==> config.mk <==
export PLATFORM = sky130hd
export DESIGN_NAME = fetch_sequencer_flat
export DESIGN_NICKNAME = d
export VERILOG_FILES = /design/src/rtl/diaosi_types_pkg.sv /design/src/rtl/fetch_sequencer_if.sv /design/src/rtl/next_pc_calc.sv /design/src/rtl/fetch_sequencer.sv /design/src/flat_wrapper.sv
export SDC_FILE = /design/constraint.sdc
export NUM_CORES = 1
export LEC_CHECK = 0
export CAP_MARGIN = 15
export CELL_PAD_IN_SITES_DETAIL_PLACEMENT = 0
export CELL_PAD_IN_SITES_GLOBAL_PLACEMENT = 2
export CORE_UTILIZATION = 26
export CTS_CLUSTER_DIAMETER = 150
export DETAILED_ROUTE_END_ITERATION = 7
export GPL_ROUTABILITY_DRIVEN = 0
export HOLD_SLACK_MARGIN = 0.06
export PLACE_DENSITY_LB_ADDON = 0.1
export REMOVE_ABC_BUFFERS = 1
export SYNTH_ARGS = -nofsm -noshare
export SYNTH_HDL_FRONTEND = slang
export SYNTH_SLANG_ARGS = --single-unit
==> constraint.sdc <==
create_clock -name CLK -period 5.1 [get_ports CLK]
set_input_delay 1.275 -clock CLK [delete_from_list [all_inputs] [get_ports CLK]]
set_output_delay 1.275 -clock CLK [all_outputs]
set_load 0.05 [all_outputs]
==> src/rtl/diaosi_types_pkg.sv <==
// ---------------------------------------------------------------------------
// diaosi_types_pkg
// Shared types for the diaosi core front end.
//   pcsrc_t     : next-PC source selected by the control unit decode
//   zerosel_t   : branch sense (BEQ takes on zero, BNE on non-zero)
//   fsm_state_t : fetch sequencer states
//   WORD_INC    : byte distance between consecutive instruction words
// ---------------------------------------------------------------------------
package diaosi_types_pkg;

    typedef enum logic [1:0] {
        ADD4_DIAOSI   = 2'd0,
        JUMP_DIAOSI   = 2'd1,
        JR_DIAOSI     = 2'd2,
        BRANCH_DIAOSI = 2'd3
    } pcsrc_t;

    typedef enum logic {
        BEQ_DIAOSI = 1'b0,
        BNE_DIAOSI = 1'b1
    } zerosel_t;

    typedef enum logic [1:0] {
        FETCH  = 2'd0,
        EXEC   = 2'd1,
        MEM    = 2'd2,
        HALTED = 2'd3
    } fsm_state_t;

    localparam logic [31:0] WORD_INC = 32'd4;

endpackage

==> src/rtl/fetch_sequencer_if.sv <==
// ---------------------------------------------------------------------------
// fetch_sequencer_if
// Bundles the icache/dcache handshakes and the control-unit decode signals
// seen by the fetch sequencer.
//   master : the fetch sequencer side (drives requests, instr, pc_plus4, commit)
//   slave  : the caches + control unit side (drives hits, load data, decode)
// ---------------------------------------------------------------------------
interface fetch_sequencer_if;
    import diaosi_types_pkg::*;

    logic        ihit;
    logic [31:0] imemload;
    logic        imemREN;
    logic [31:0] imemaddr;
    logic [31:0] instr;
    logic [31:0] pc_plus4;
    pcsrc_t      pc_src;
    zerosel_t    zero_sel;
    logic        zero_f;
    logic [25:0] j_addr26;
    logic [15:0] imm16;
    logic [31:0] rdat1;
    logic        d_ren;
    logic        d_wen;
    logic        halt;
    logic        dhit;
    logic        dmemREN;
    logic        dmemWEN;
    logic        commit;

    modport master (
        input  ihit, imemload, pc_src, zero_sel, zero_f, j_addr26, imm16,
               rdat1, d_ren, d_wen, halt, dhit,
        output imemREN, imemaddr, instr, pc_plus4, dmemREN, dmemWEN, commit
    );

    modport slave (
        output ihit, imemload, pc_src, zero_sel, zero_f, j_addr26, imm16,
               rdat1, d_ren, d_wen, halt, dhit,
        input  imemREN, imemaddr, instr, pc_plus4, dmemREN, dmemWEN, commit
    );

endinterface

==> src/rtl/next_pc_calc.sv <==
// ---------------------------------------------------------------------------
// next_pc_calc
// Combinational next-PC selection and branch target adder. All arithmetic
// wraps modulo 2^32.
//   i_pc        current PC
//   i_pcSrc     next-PC source from decode
//   i_zeroSel   branch sense (BEQ/BNE)
//   i_zeroF     ALU zero flag
//   i_jAddr26   jump target field
//   i_imm16     branch word offset
//   i_rdat1     register target for JR (passed through as-is)
//   o_npc       selected next PC
//   o_pcPlus4   i_pc + 4
// ---------------------------------------------------------------------------
module next_pc_calc
    import diaosi_types_pkg::*;
(
    input  logic [31:0] i_pc,
    input  pcsrc_t      i_pcSrc,
    input  zerosel_t    i_zeroSel,
    input  logic        i_zeroF,
    input  logic [25:0] i_jAddr26,
    input  logic [15:0] i_imm16,
    input  logic [31:0] i_rdat1,
    output logic [31:0] o_npc,
    output logic [31:0] o_pcPlus4
);

    logic [31:0] w_pcPlus4;
    logic [31:0] w_branchOffset;
    logic        w_taken;

    assign w_pcPlus4      = i_pc + WORD_INC;
    // Word offset becomes a byte offset: sign-extend then shift left by two.
    assign w_branchOffset = {{14{i_imm16[15]}}, i_imm16, 2'b00};
    assign w_taken        = (i_zeroSel == BEQ_DIAOSI) ? i_zeroF : !i_zeroF;
    assign o_pcPlus4      = w_pcPlus4;

    // Pick the next PC; the jump target keeps the region bits of pc+4.
    always_comb begin
        o_npc = w_pcPlus4;
        case (i_pcSrc)
            ADD4_DIAOSI:   o_npc = w_pcPlus4;
            JUMP_DIAOSI:   o_npc = {w_pcPlus4[31:28], i_jAddr26, 2'b00};
            JR_DIAOSI:     o_npc = i_rdat1;
            BRANCH_DIAOSI: o_npc = w_taken ? (w_pcPlus4 + w_branchOffset) : w_pcPlus4;
            default:       o_npc = w_pcPlus4;
        endcase
    end

endmodule

==> src/rtl/fetch_sequencer.sv <==
// ---------------------------------------------------------------------------
// fetch_sequencer
// Core front end: holds the PC, fetches through the icache handshake,
// registers the instruction for the control unit, sequences the optional
// dcache access, and pulses commit once per retired instruction. Stops for
// good once halt is seen in EXEC.
//   CLK   system clock, rising edge
//   nRST  asynchronous active-low reset
//   bus   fetch_sequencer_if.master (caches + control unit signals)
// ---------------------------------------------------------------------------
module fetch_sequencer
    import diaosi_types_pkg::*;
#(
    parameter logic [31:0] PC_INIT = 32'h00000000
) (
    input  logic               CLK,
    input  logic               nRST,
    fetch_sequencer_if.master  bus
);

    fsm_state_t  r_state;
    fsm_state_t  w_nextState;
    logic [31:0] r_pc;
    logic [31:0] r_instr;
    logic [31:0] w_npc;
    logic [31:0] w_pcPlus4;
    logic        w_loadInstr;
    logic        w_commit;
    logic        w_fetchReq;
    logic        w_dRen;
    logic        w_dWen;

    next_pc_calc u_nextPc (
        .i_pc      (r_pc),
        .i_pcSrc   (bus.pc_src),
        .i_zeroSel (bus.zero_sel),
        .i_zeroF   (bus.zero_f),
        .i_jAddr26 (bus.j_addr26),
        .i_imm16   (bus.imm16),
        .i_rdat1   (bus.rdat1),
        .o_npc     (w_npc),
        .o_pcPlus4 (w_pcPlus4)
    );

    // State register.
    always_ff @(posedge CLK or negedge nRST) begin
        if (!nRST) begin
            r_state <= FETCH;
        end else begin
            r_state <= w_nextState;
        end
    end

    // Next state and request decode. Hits that do not match the current
    // state are simply not looked at, so spurious hits are ignored.
    always_comb begin
        w_nextState = r_state;
        w_loadInstr = 1'b0;
        w_commit    = 1'b0;
        w_fetchReq  = 1'b0;
        w_dRen      = 1'b0;
        w_dWen      = 1'b0;
        case (r_state)
            FETCH: begin
                w_fetchReq = 1'b1;
                if (bus.ihit) begin
                    w_loadInstr = 1'b1;
                    w_nextState = EXEC;
                end
            end
            EXEC: begin
                if (bus.halt) begin
                    w_nextState = HALTED;
                end else if (bus.d_ren || bus.d_wen) begin
                    w_nextState = MEM;
                end else begin
                    w_commit    = 1'b1;
                    w_nextState = FETCH;
                end
            end
            MEM: begin
                w_dRen = bus.d_ren;
                w_dWen = bus.d_wen;
                if (bus.dhit) begin
                    w_commit    = 1'b1;
                    w_nextState = FETCH;
                end
            end
            HALTED: begin
                w_nextState = HALTED;
            end
            default: begin
                w_nextState = FETCH;
            end
        endcase
    end

    // PC and instruction registers; the PC only moves on a commit.
    always_ff @(posedge CLK or negedge nRST) begin
        if (!nRST) begin
            r_pc    <= PC_INIT;
            r_instr <= 32'h0;
        end else begin
            if (w_loadInstr) begin
                r_instr <= bus.imemload;
            end
            if (w_commit) begin
                r_pc <= w_npc;
            end
        end
    end

    // The state resets to FETCH, so the fetch request is masked while
    // reset is held to keep the icache quiet.
    assign bus.imemREN  = w_fetchReq & nRST;
    assign bus.imemaddr = r_pc;
    assign bus.instr    = r_instr;
    assign bus.pc_plus4 = w_pcPlus4;
    assign bus.dmemREN  = w_dRen;
    assign bus.dmemWEN  = w_dWen;
    assign bus.commit   = w_commit;

endmodule

==> src/flat_wrapper.sv <==
// flat-port wrapper written by rule: the top's interface ports become plain ports
module fetch_sequencer_flat import diaosi_types_pkg::*;
#(
    parameter logic [31:0] PC_INIT = 32'h00000000
)
  (CLK, nRST, bus_ihit, bus_imemload, bus_pc_src, bus_zero_sel, bus_zero_f, bus_j_addr26, bus_imm16, bus_rdat1, bus_d_ren, bus_d_wen, bus_halt, bus_dhit, bus_imemREN, bus_imemaddr, bus_instr, bus_pc_plus4, bus_dmemREN, bus_dmemWEN, bus_commit);
  fetch_sequencer_if bus_i ();
  input  logic CLK;
  input  logic nRST;
  input wire logic [$bits(bus_i.ihit)-1:0] bus_ihit;
  input wire logic [$bits(bus_i.imemload)-1:0] bus_imemload;
  input wire logic [$bits(bus_i.pc_src)-1:0] bus_pc_src;
  input wire logic [$bits(bus_i.zero_sel)-1:0] bus_zero_sel;
  input wire logic [$bits(bus_i.zero_f)-1:0] bus_zero_f;
  input wire logic [$bits(bus_i.j_addr26)-1:0] bus_j_addr26;
  input wire logic [$bits(bus_i.imm16)-1:0] bus_imm16;
  input wire logic [$bits(bus_i.rdat1)-1:0] bus_rdat1;
  input wire logic [$bits(bus_i.d_ren)-1:0] bus_d_ren;
  input wire logic [$bits(bus_i.d_wen)-1:0] bus_d_wen;
  input wire logic [$bits(bus_i.halt)-1:0] bus_halt;
  input wire logic [$bits(bus_i.dhit)-1:0] bus_dhit;
  output wire logic [$bits(bus_i.imemREN)-1:0] bus_imemREN;
  output wire logic [$bits(bus_i.imemaddr)-1:0] bus_imemaddr;
  output wire logic [$bits(bus_i.instr)-1:0] bus_instr;
  output wire logic [$bits(bus_i.pc_plus4)-1:0] bus_pc_plus4;
  output wire logic [$bits(bus_i.dmemREN)-1:0] bus_dmemREN;
  output wire logic [$bits(bus_i.dmemWEN)-1:0] bus_dmemWEN;
  output wire logic [$bits(bus_i.commit)-1:0] bus_commit;
  assign bus_i.ihit = bus_ihit;
  assign bus_i.imemload = bus_imemload;
  assign bus_i.pc_src = bus_pc_src;
  assign bus_i.zero_sel = bus_zero_sel;
  assign bus_i.zero_f = bus_zero_f;
  assign bus_i.j_addr26 = bus_j_addr26;
  assign bus_i.imm16 = bus_imm16;
  assign bus_i.rdat1 = bus_rdat1;
  assign bus_i.d_ren = bus_d_ren;
  assign bus_i.d_wen = bus_d_wen;
  assign bus_i.halt = bus_halt;
  assign bus_i.dhit = bus_dhit;
  assign bus_imemREN = bus_i.imemREN;
  assign bus_imemaddr = bus_i.imemaddr;
  assign bus_instr = bus_i.instr;
  assign bus_pc_plus4 = bus_i.pc_plus4;
  assign bus_dmemREN = bus_i.dmemREN;
  assign bus_dmemWEN = bus_i.dmemWEN;
  assign bus_commit = bus_i.commit;
  fetch_sequencer #(.PC_INIT(PC_INIT)) u_core (.CLK(CLK), .nRST(nRST), .bus(bus_i));
endmodule
* Word level (Yosys, flattened, before mapping)
Cells that the tools add are included.
Word-level totals: flip-flop bits (word level) 66, input port bits 117, output and inout bits 100, logic and storage cells 36
Cells by class: $add $sub $neg 2, equal/unequal tests 8, multiplexer cells 17, bitwise gates (word level) 1, reduce and logical (&&, ||, !) cells 5
Operators by type and width (number):
- case mux 32 bit (4 select lines) | 1
- adder 32 x 3 -> 32 bit (second input constant) | 1
- adder 32 bit | 1
- 2-to-1 mux 32 bit | 1
- 2-to-1 mux 1 bit | 9
- == test 2 bit (second input constant) | 4
- 2-to-1 mux 2 bit | 4
- case mux 2 bit (4 select lines) | 1
- == test 2 x 1 -> 1 bit (second input constant) | 2
- logical NOT 2 bit | 2
- inequality test 2 bit (second input constant) | 2
- case mux 1 bit (2 select lines) | 1
- AND reduction 2 bit | 1
- bitwise AND 1 bit | 1
- logical NOT 1 bit | 1
- logical OR 1 bit | 1

* Logic depth before layout (Yosys ltp)
word-level depth 4, depth in mapped cells 17, mapped depth without buffers 17

* By module
Synthesis repeated with hierarchy kept, for this count alone.
Second synthesis, totals: cell total of the unflattened synthesis 663, area total of the unflattened synthesis 6163.4 µm²
Modules (own cells, without submodules):
- next_pc_calc | times used 1, cells each 504, area each 3448.3 µm², seq. area each 0.0 µm²
- fetch_sequencer | times used 1, cells each 159, area each 2715.1 µm², seq. area each 1651.6 µm²

* Least setup slack after synthesis
Ideal clock, no wire load.
path type flip-flop to flip-flop, from register u_core.r_pc[2] (netlist: u_core.bus.imemaddr[2]), to register u_core.r_pc[31] (netlist: u_core.bus.imemaddr[31]), setup time 123 ps, arrival 4763 ps, data required time 4977 ps, slack 214 ps, stages on the path, launching flop included 18, path buffers 1, period minus slack after synthesis 4886 ps, cells stage by stage dfrtp_1 > ha_1 > and4_1 > inv_1 > nor3_2 > nand4_1 > xnor2_1 > ha_1 > clkbuf_1 > a211oi_1 > nor2_1 > o41ai_1 > o21a_1 > nor3b_1 > o2bb2ai_1 > mux2i_1 > mux2i_1 > nor3_1
On the way: longest elaborated chain between the ends 4
Ends and longest elaborated chain:
- start, declared | line fetch_sequencer.sv:23 | logic [31:0] r_pc;
- start signal, assigned | line fetch_sequencer.sv:108 | r_pc <= w_npc;
- adder 32 x 3 -> 32 bit | line next_pc_calc.sv:33 | assign w_pcPlus4 = i_pc + WORD_INC;
- named net bus_pc_plus4[22] | line flat_wrapper.sv:25 | output wire logic [$bits(bus_i.pc_plus4)-1:0] bus_pc_plus4;
- adder 32 bit | line next_pc_calc.sv:46 | BRANCH_DIAOSI: o_npc = w_taken ? (w_pcPlus4 + w_branchOffset) : w_pcPlus4;
- 2-to-1 mux 32 bit | line next_pc_calc.sv:46
- case mux 32 bit (4 select lines) | line next_pc_calc.sv:42 | case (i_pcSrc)
The timed path passes the listed nets, and every way through them passes these cells. A chain may end at the register's enable or synchronous reset.

* Worst setup path in the final report
from register u_core.r_pc[2] (netlist: u_core.bus.imemaddr[2]), to output bus_pc_plus4[30]
On the way: longest elaborated chain between the ends 1
Ends and longest elaborated chain (line):
- adder 32 x 3 -> 32 bit | next_pc_calc.sv:33
- end, declared | flat_wrapper.sv:25
Every way passes these cells.

==> results.md <==
* Outcome: finished, final reports clean
* DRT iter0 DRCs at 277
* WHS at 505 ps
* Die area at 0.0220 mm²
* H-tree level count at 3
* Multi-input logic area at 0.00372 mm²
* # rows at 53
* Static Leak at 3.38 nW
* Max-cap violations at 0
* Congestion Overflow GR at 0
* IO Port Bufs at 216
* ANT cells at 0
* Area grow syn2layout at 50.2%
* Commonest non-fill, non-tap cell in the layout: clkdlybuf4s50_1
* Worst reg-to-reg setup slack at 730 ps
* Post-CTS setup buffers at 0
* Vias in the first global route at 5727
* Largest net degree at the start of global routing at 67
* Netlist cell types at 73
* Filler cells at 2111
* Slew HR at 0.362
* Tmin final at 4730 ps
* Post-synth EDFFs at 0
* DRT Wirelength at 22900 µm
* FF-to-FF Start: u_core.bus.imemaddr[2]
* Num CTS Buffers at 9
* Reg2reg end: u_core.bus.imemaddr[31]
* Final ANT Viol Nets at 0
* Die extent in x at 148 µm
* Worst VDD drop at 0.000314 V
* Critical path required time at 3830 ps
* Hold WC Path Type: flop to flop
* Worst Setup EP: bus_pc_plus4[30]
* Combinational Power Share at 0.708
* Final setup violation count at 0
* Fin. Hold Viols at 0
* Clock root buffer: clkbuf_16
* Sequential cell area at 0.00165 mm²
* Pint at 0.00272 W
* Switching share of power at 0.540
* Clock sinks at 66
* CP Launch Type: flop
* Average wire per standard cell at 20.6 µm
* Skew-Pair Late Insertion Delay at 340 ps
* CTS tree: done
* Top-Level Pins at 217
* Final period util at 0.927
* Worst-path maximum fanout at 7
* Critical path class: flop to output pin
* Crit. Startpoint: u_core.bus.imemaddr[2]
* Share of layout cells above drive strength 1 at 0.0984
* RSZ-0062 raised after global routing: false
* Clock share of power at 0.111
* Ys async rst share at 1.00
* First-pass GRT wire length at 34400 µm
* Syn Area/Cell at 8.99 µm²
* Via count at 5715
* Area of the core at 0.0210 mm²
* Setup TNS at 0 ps
* Routed vias/inst at 5.16
* Sequential fraction of the synthesis area at 0.297
* Crit path DAT at 3450 ps
* Max Freq at 0.212 GHz
* Antenna violations before repair at 0
* Worst r2r path cells at 16
* Pin slew with the least headroom to its limit at 957 ps
* Worst setup EP type: output pin
* Clk_skew at 5.38 ps
* Total net switching power at 0.00319 W
* Most frequent cells in the layout: 213 x clkdlybuf4s50_1, 66 x dfrtp_1, 61 x nand2_1
* Ys Warns at 0
* Max-slew violation count at 0
* All-layer global routing usage at 0.209
* Clk slew on worst S/H paths at 60 ps
* Pwr dens at 708 mW/mm²
* Cell Area, Synth at 0.00556 mm²
* Starting Density at 0.265
* CTS Hold Buffers Added at 0
* Synth Register Bits at 66
* DP Wirelength at 17200 µm
* Nets at 990
* Maximum clock insertion buffer count at 2
* Residual DRC at 0
* Gate Count Post-Synth at 619
* Seq pwr share at 0.181
* Die Y at 148 µm
* Prevailing post-synth register cell: dfrtp_1
* First-pass DRT Iterations at 6
-- Yosys cell counts (18+ instances only) --
library cell,number,area share
a21oi_1,33,0.030
clkbuf_1,21,0.014
dfrtp_1,66,0.30
ha_1,44,0.099
inv_1,18,0.012
mux2_2,33,0.067
nand2_1,61,0.041
nand3_1,18,0.016
nor2_1,46,0.031
o21ai_0,35,0.031
xnor2_1,34,0.054
xor2_1,18,0.028
-- kinds of logic (layout without fill, tap and decap cells) --
family	after synthesis	count (layout)	share of synthesized area
AND/OR/NAND/NOR	186	186	0.168
AO/OA/AOI/OAI	183	183	0.238
flip-flops	66	66	0.297
XOR/XNOR	53	53	0.0848
buffers and inverters	49	263	0.0362
adder cells (fa/ha/maj)	45	45	0.103
multiplexers	37	37	0.0740
-- sequential cells by signal, summed over array words and instances (netlist names) --
name and cells:
u_core.bus.imemaddr 32, u_core.bus.instr 32, u_core.r_state 2
-- what timing repair did --
item | CTS | global route
endpoints found under the hold margin | 0 | 0
gates resized for setup | 0 | 1
setup endpoints to repair | 0 | 1
-- per-layer routing --
metal  global-route usage  wire length, µm
met1                0.271            10100
met5                    0                0
met3               0.0383             1310
met4               0.0613              372
met2                0.354            11100
-- through the flow --
step | area (µm²) | total power [W] | setup WS (ps) | std cells | util
3_5_place_dp | 8050 | 0.00526 | 654 | 1092 | 0.383
5_1_grt | 8350 | 0.00625 | 160 | 1108 | 0.397
6_report | 8350 | 0.00591 | 372 | 1108 | 0.397
2_1_floorplan | 5430 | 0.00386 | 294 | 588 | -
4_1_cts | 8350 | 0.00595 | 271 | 1108 | 0.397
3_3_place_gp | 8050 | 0.00524 | 742 | 1092 | 0.383
-- worst max-delay path: stages (launching register included) --
cell and delay (ps):
dfrtp_1 450, ha_1 310, and4_1 290, inv_1 90
nor3_2 480, nand4_1 240, xnor2_1 360, clkdlybuf4s50_1 890
-- power by group through the flow --
stage          registers [W]  clock network [W]  logic (W)
6_report             0.00107           0.000659    0.00418
5_1_grt              0.00111           0.000699    0.00445
4_1_cts              0.00107           0.000680    0.00420
3_5_place_dp         0.00108                  0    0.00418
3_3_place_gp         0.00107                  0    0.00418
2_1_floorplan        0.00191                  0    0.00195
-- layout make-up --
| cell class | count | area share |
|---|---|---|
| clock inverter | 6 | 0.00794 |
| timing repair buffer | 229 | 0.271 |
| inverter | 18 | 0.00809 |
| sequential | 66 | 0.198 |
| multi-input combinational | 504 | 0.445 |
| tap | 275 | 0.0412 |
| clock buffer | 10 | 0.0286 |
-- how the worst min path moves through the flow --
| stage | depth (start not counted) | slack, ps | to | startpoint |
|---|---|---|---|---|
| CTS | 1 | 510 | u_core.bus.instr[11] | u_core.bus.instr[11] |
| detailed placement | 1 | 490 | u_core.bus.instr[9] | u_core.bus.instr[9] |
| floorplan | 2 | 500 | u_core.r_state[1] | u_core.r_state[1] |
| global placement | 1 | 490 | u_core.bus.instr[3] | u_core.bus.instr[3] |
| global route | 1 | 520 | u_core.bus.instr[9] | u_core.bus.instr[9] |
| finish | 1 | 500 | u_core.bus.instr[11] | u_core.bus.instr[11] |
Power figures use the tool's default switching activity.
